$ cat config.mk
export PLATFORM = sky130hd
export DESIGN_NAME = pwm_dac_out_flat
export DESIGN_NICKNAME = d
export VERILOG_FILES = /design/src/rtl/pwm_dac_out_if.sv /design/src/rtl/pwm_dac_out.sv /design/src/flat_wrapper.sv
export SDC_FILE = /design/constraint.sdc
export NUM_CORES = 1
export LEC_CHECK = 0
export BUFFER_PORTS_ARGS = -buffer_cell sky130_fd_sc_hd__buf_2
export CORE_MARGIN = 2
export CORE_UTILIZATION = 25
export CTS_CLUSTER_DIAMETER = 40
export DETAILED_ROUTE_END_ITERATION = 10
export GPL_TIMING_DRIVEN = 0
export MAX_ROUTING_LAYER = met4
export PLACE_DENSITY = 0.42
export REMOVE_ABC_BUFFERS = 1
export SKIP_LAST_GASP = 1
export SLEW_MARGIN = 20
export SYNTH_ARGS = -nofsm -noshare
export SYNTH_HDL_FRONTEND = slang
export SYNTH_SLANG_ARGS = --single-unit
export TNS_END_PERCENT = 10
$ cat constraint.sdc
create_clock -name clk -period 2 [get_ports clk]
set_input_delay 0.1 -clock clk [delete_from_list [all_inputs] [get_ports clk]]
set_output_delay 0.1 -clock clk [all_outputs]
set_load 0.02 [all_outputs]
$ cat src/rtl/pwm_dac_out_if.sv
// Sample handshake between the audio mixer (master) and the PWM output stage (slave).
interface pwm_dac_out_if #(
   parameter int CNT_W = 8
);
   logic [CNT_W-1:0] sample;
   logic             sample_valid;
   logic             sample_ready;

   modport master (
      output sample,
      output sample_valid,
      input  sample_ready
   );

   modport slave (
      input  sample,
      input  sample_valid,
      output sample_ready
   );
endinterface

$ cat src/rtl/pwm_dac_out.sv
// PWM audio output stage: one-entry sample buffer, free-running carrier, duty latched at wrap.
// Optional feature macro: PWM_UNDERRUN_CNT_EN adds a saturating underrun_cnt output.
module pwm_dac_out #(
   parameter int               CNT_W     = 8,
   parameter logic [CNT_W-1:0] IDLE_DUTY = {CNT_W{1'b0}}
) (
   input  logic           clk,
   input  logic           nRst,
   input  logic           en,
   pwm_dac_out_if.slave   smp,
   output logic           sample_req,
   output logic           pwm_out,
   output logic           underrun
`ifdef PWM_UNDERRUN_CNT_EN
   ,
   output logic [7:0]     underrun_cnt
`endif
);

   localparam logic [CNT_W-1:0] CNT_MAX = {CNT_W{1'b1}};
   localparam logic [CNT_W-1:0] CNT_ONE = {{(CNT_W-1){1'b0}}, 1'b1};

   logic [CNT_W-1:0] cnt_q, cnt_d;
   logic [CNT_W-1:0] duty_q, duty_d;
   logic [CNT_W-1:0] hold_q, hold_d;
   logic             hold_full_q, hold_full_d;
   logic             pwm_q, pwm_d;
   logic             req_q, req_d;
   logic             und_q, und_d;
   logic             wrap_s;
   logic             xfer_s;

`ifdef PWM_UNDERRUN_CNT_EN
   logic [7:0]       ucnt_q, ucnt_d;
`endif

   assign wrap_s           = en && (cnt_q == CNT_MAX);
   assign xfer_s           = smp.sample_valid && !hold_full_q;
   assign smp.sample_ready = ~hold_full_q;

   // Next-state logic: carrier advance, buffer fill/drain, duty swap only at wrap.
   always_comb begin
      cnt_d       = cnt_q;
      duty_d      = duty_q;
      hold_d      = hold_q;
      hold_full_d = hold_full_q;
      if (en) begin
         cnt_d = cnt_q + CNT_ONE;
      end else begin
         cnt_d = cnt_q;
      end
      if (xfer_s) begin
         hold_d = smp.sample;
      end else begin
         hold_d = hold_q;
      end
      // A transfer needs an empty buffer, so it can never collide with a drain.
      if (wrap_s && hold_full_q) begin
         duty_d      = hold_q;
         hold_full_d = 1'b0;
      end else if (xfer_s) begin
         hold_full_d = 1'b1;
      end else begin
         hold_full_d = hold_full_q;
      end
      pwm_d = en && (cnt_q < duty_q);
      req_d = wrap_s;
      und_d = wrap_s && !hold_full_q;
   end

`ifdef PWM_UNDERRUN_CNT_EN
   // Saturating underrun counter, advances together with the registered pulse.
   always_comb begin
      if (und_d && (ucnt_q != 8'hFF)) begin
         ucnt_d = ucnt_q + 8'd1;
      end else begin
         ucnt_d = ucnt_q;
      end
   end
`endif

   // State and output registers.
   always_ff @(posedge clk or negedge nRst) begin
      if (!nRst) begin
         cnt_q       <= {CNT_W{1'b0}};
         duty_q      <= IDLE_DUTY;
         hold_q      <= {CNT_W{1'b0}};
         hold_full_q <= 1'b0;
         pwm_q       <= 1'b0;
         req_q       <= 1'b0;
         und_q       <= 1'b0;
`ifdef PWM_UNDERRUN_CNT_EN
         ucnt_q      <= 8'd0;
`endif
      end else begin
         cnt_q       <= cnt_d;
         duty_q      <= duty_d;
         hold_q      <= hold_d;
         hold_full_q <= hold_full_d;
         pwm_q       <= pwm_d;
         req_q       <= req_d;
         und_q       <= und_d;
`ifdef PWM_UNDERRUN_CNT_EN
         ucnt_q      <= ucnt_d;
`endif
      end
   end

   assign pwm_out    = pwm_q;
   assign sample_req = req_q;
   assign underrun   = und_q;
`ifdef PWM_UNDERRUN_CNT_EN
   assign underrun_cnt = ucnt_q;
`endif

endmodule

$ cat src/flat_wrapper.sv
// flat-port wrapper written by rule: the top's interface ports become plain ports
module pwm_dac_out_flat 
#(
   parameter int               CNT_W     = 8,
   parameter logic [CNT_W-1:0] IDLE_DUTY = {CNT_W{1'b0}}
)
  (clk, nRst, en, sample_req, pwm_out, underrun, smp_sample, smp_sample_valid, smp_sample_ready);
  pwm_dac_out_if #(.CNT_W(CNT_W)) smp_i ();
  input  logic clk;
  input  logic nRst;
  input  logic en;
  output logic sample_req;
  output logic pwm_out;
  output logic underrun;
  input wire logic [$bits(smp_i.sample)-1:0] smp_sample;
  input wire logic [$bits(smp_i.sample_valid)-1:0] smp_sample_valid;
  output wire logic [$bits(smp_i.sample_ready)-1:0] smp_sample_ready;
  assign smp_i.sample = smp_sample;
  assign smp_i.sample_valid = smp_sample_valid;
  assign smp_sample_ready = smp_i.sample_ready;
  pwm_dac_out #(.CNT_W(CNT_W), .IDLE_DUTY(IDLE_DUTY)) u_core (.clk(clk), .nRst(nRst), .en(en), .smp(smp_i), .sample_req(sample_req), .pwm_out(pwm_out), .underrun(underrun));
endmodule
==> results <==
- Headroom to the max-slew limit came out at 47.01%.
- The final-layout fill cell count is roughly 520.
- Clock tree synthesis inserted a total of 3 buffers.
- In the final routed layout, each cell accounts on average for roughly 12 um.
- The required time of the critical path is 2160 ps.
- Summed over all cells, the static leakage comes to 0.0006778 uW.
- The area growth from synthesis to final layout is 16.47%.
- TritonCTS built the clock tree.
- The power per standard cell area is 927.8 nW/um2.
- The type of the worst setup path is flip-flop to flip-flop.
- Setup violations remaining at the end of the flow were counted as 0.
- The Yosys step of the flow raised 0 warnings.
- The remaining global-route overflow is 0.
- The flow ran to the end, and the final reports show no timing, DRC or antenna violations.
- After the first detailed-routing iteration, the DRC count stood at 26.
- 0 antenna diodes ended up in the layout.
- For this run, design rule violations remaining after detail routing come to 0.
- Static timing analysis puts the maximum clock frequency at 624.1 MHz.
- At the end of the flow, the number of nets in the layout was 129.
- The first global-routing pass estimated roughly 3500 um of wire.
- The maximum number of pins on one net before global-route repair is 29.
- The number of global-route vias before repair is 746.
- The detailed router placed roughly 720 vias in this run.
- The top cell type by total area after synthesis is sky130_fd_sc_hd__dfrtp_1.
- The top flip-flop cell by instance count after synthesis is sky130_fd_sc_hd__dfrtp_1.
- The count of nets left with antenna violations once routing finished came out at 0.
- The share of synthesized area in the top cell type comes to around 56%.
- The number of port buffers is 15.
- The starting density of the core is 26.21%.
- The CTS root buffer is sky130_fd_sc_hd__clkbuf_8.
- Routability-driven placement finished with a final weighted congestion of 0.7829.
- The floorplan has 25 rows.
- The synthesized netlist occupies a cell area of 1246 um2.
- The area inside the core boundary is 4755 um2.
- After synthesis, the mean cell area works out to 14.00 um2.
- Counting along the longest clock path gives a buffer depth of 2.
- Along the worst path, the maximum fanout reaches 8.
- The clock period minus final worst setup slack is 1602 ps.
- The first TritonRoute pass finished after 2 iterations.
- CTS saw 28 sinks.
- In this run, synthesis inferred 0 flip-flops with an integrated enable.
- Excluding fillers, the count of instances in the completed layout stands at 174.
- In this run the horizontal extent of the chip is 74.60 um.
- Max-cap violations in this run came to 0.
- The startpoint class of the critical path is a flip-flop.
- The path class of the tightest hold or removal check is primary input to flip-flop.
- The die covers approximately 5600 um2.
- The final sum of negative setup slack is 0 ps.
- The floorplan die height is 74.60 um.
- The count of final max-slew check failures was 0.
- Setup repair after global routing left no endpoint under its margin.
- The cell count after placement is between 150 and 200.
- Summing the sequential cell areas from Yosys gives 56.22% of the chip area.
- Yosys attributes the largest share of cell area to sky130_fd_sc_hd__dfrtp_1, sky130_fd_sc_hd__mux2_2, sky130_fd_sc_hd__ha_1, sky130_fd_sc_hd__xnor2_1, sky130_fd_sc_hd__inv_1.
- The worst setup path is captured at a flip-flop.
- Of the available clock period, the critical path in the final layout requires 80.12%.
- Sorting the synthesized cells by how often they occur yields sky130_fd_sc_hd__dfrtp_1, sky130_fd_sc_hd__mux2_2, sky130_fd_sc_hd__ha_1, sky130_fd_sc_hd__inv_1, sky130_fd_sc_hd__xnor2_1.
- The share of async-settable or async-resettable flops after synthesis is 100.0%.
- Post-CTS timing repair inserted 0 buffers for setup.
- The most used standard cell by instance count after synthesis is sky130_fd_sc_hd__dfrtp_1.
- Synthesis handed over a netlist of 89 instances.
- CTS built an H-tree with a depth of 1.
- VDD sags by at most 0.3000 mV.
- Clock skew on the completed layout was measured at 5.060 ps.
- In this run, distinct cell masters in the synthesized netlist total 25.
- The combined global-route utilization of all metal layers is 8.948%.
- The clock edge transition at the registers on the reported setup and hold paths is 90 ps.
- After synthesis the netlist holds a flip-flop and latch count of 28.
- The hold violation count in the final report is 0.
- The worst-margin pin slew is around 800 ps.
- The half-perimeter wire length after detailed placement is about 1500 um.
- The fraction of final layout cells sized beyond drive strength 1 is 36.45%.
- The data arrival time of the worst path is roughly 1800 ps.
- The number of antenna violations at the first check in global routing came to 0.
- The I/O pin total is 16.
- The post-detailed-routing wire length is 2076 um.
- The via density per instance is slightly above 4.
- The later-pin clock latency in the skew report is ~270 ps.
[per-layer routing]
layer | wire [um] | global-route usage [%] | vias up
met2 | 947 | 13.47 | 17
li1 | - | - | 350
met1 | 984 | 11.24 | 350
met5 | 0 | - | -
met3 | 109 | 3.117 | 4
met4 | 36 | 2.976 | 0
[stage by stage]
| step | util (%) | hold WS, ps | cell area [um2] | power, uW | worst slack (ps) |
|---|---|---|---|---|---|
| floorplan | - | -195.6 | 1241 | 962.3 | 633.6 |
| global placement | 29.45 | 147.7 | 1400 | 1044 | 348.8 |
| detailed placement | 29.45 | 153.1 | 1400 | 1067 | 306.6 |
| CTS | 30.53 | 34.63 | 1451 | 1376 | 297.8 |
| global route | 30.53 | 39.62 | 1451 | 1459 | 226.5 |
| finish | 30.53 | 43.70 | 1451 | 1347 | 397.6 |
[worst max-delay path, stage by stage, from the launching register on]
cell and delay (ps):
sky130_fd_sc_hd__dfrtp_1 440, sky130_fd_sc_hd__nor2b_1 640, sky130_fd_sc_hd__mux2_2 410
[what timing repair did]
item / in CTS / in global routing
gates resized for setup: 0 / 0
hold buffers: 1 / 0
endpoints found under the hold margin: 28 / 0
[path summary, 6_finish.rpt]
| check | depth (start not counted) | end | slack, ps | start |
|---|---|---|---|---|
| worst max-delay path | 2 | u_core.hold_q[6] | 400 | u_core.hold_full_q |
| worst min-delay path | 2 | u_core.hold_full_q | 40 | smp_sample_valid |
| worst max register to register | 2 | u_core.hold_q[6] | 400 | u_core.hold_full_q |
| worst min register to register | 1 | u_core.cnt_q[6] | 500 | u_core.cnt_q[6] |
| max in group asynchronous | 2 | u_core.hold_q[4] | 1210 | nRst |
| min in group asynchronous | 2 | u_core.cnt_q[3] | 390 | nRst |
[where the power goes]
group | switching [uW] | leakage, uW | internal, uW
clock | 161 | 0.0000216 | 135
combinational | 131 | 0.000296 | 166
sequential | 95.7 | 0.000361 | 658
total | 388 | 0.000678 | 959
[flip-flops by register name, indices dropped and copies added, names as in the netlist]
register	flops
u_core.duty_q	8
u_core.hold_full_q	1
u_core.underrun	1
u_core.pwm_out	1
u_core.sample_req	1
u_core.cnt_q	8
u_core.hold_q	8
[cell type report]
| type | instances | area [um2] | share of cell area [%] |
|---|---|---|---|
| Clock buffer | 3 | 41.29 | 2.845 |
| Inverter | 8 | 30.03 | 2.069 |
| Multi-Input combinational cell | 52 | 510.5 | 35.17 |
| Sequential cell | 28 | 700.7 | 48.28 |
| Tap cell | 67 | 83.83 | 5.776 |
| Timing Repair Buffer | 16 | 85.08 | 5.862 |
[cell families (layout without fill, tap and decap cells)]
logic type,after synthesis,in the layout,share of synthesized area [%]
DFF,28,28,56.22
adders and majority gates,8,8,8.032
muxes,17,17,15.36
buffers and inverters,9,27,2.811
xor gates and xnor gates,7,7,4.920
and+or+nand+nor,13,13,8.234
AOI/OAI and AO/OA,7,7,4.418
[cell usage in the layout, fill, tap and decap left out, types with 3 or more instances in the layout]
master	count
sky130_fd_sc_hd__buf_2	15
sky130_fd_sc_hd__xor2_1	3
sky130_fd_sc_hd__ha_1	8
sky130_fd_sc_hd__nand3_1	3
sky130_fd_sc_hd__inv_1	8
sky130_fd_sc_hd__clkbuf_8	3
sky130_fd_sc_hd__dfrtp_1	28
sky130_fd_sc_hd__mux2_2	17
sky130_fd_sc_hd__xnor2_1	4
Note: power is estimated with default switching activity, not from simulation.
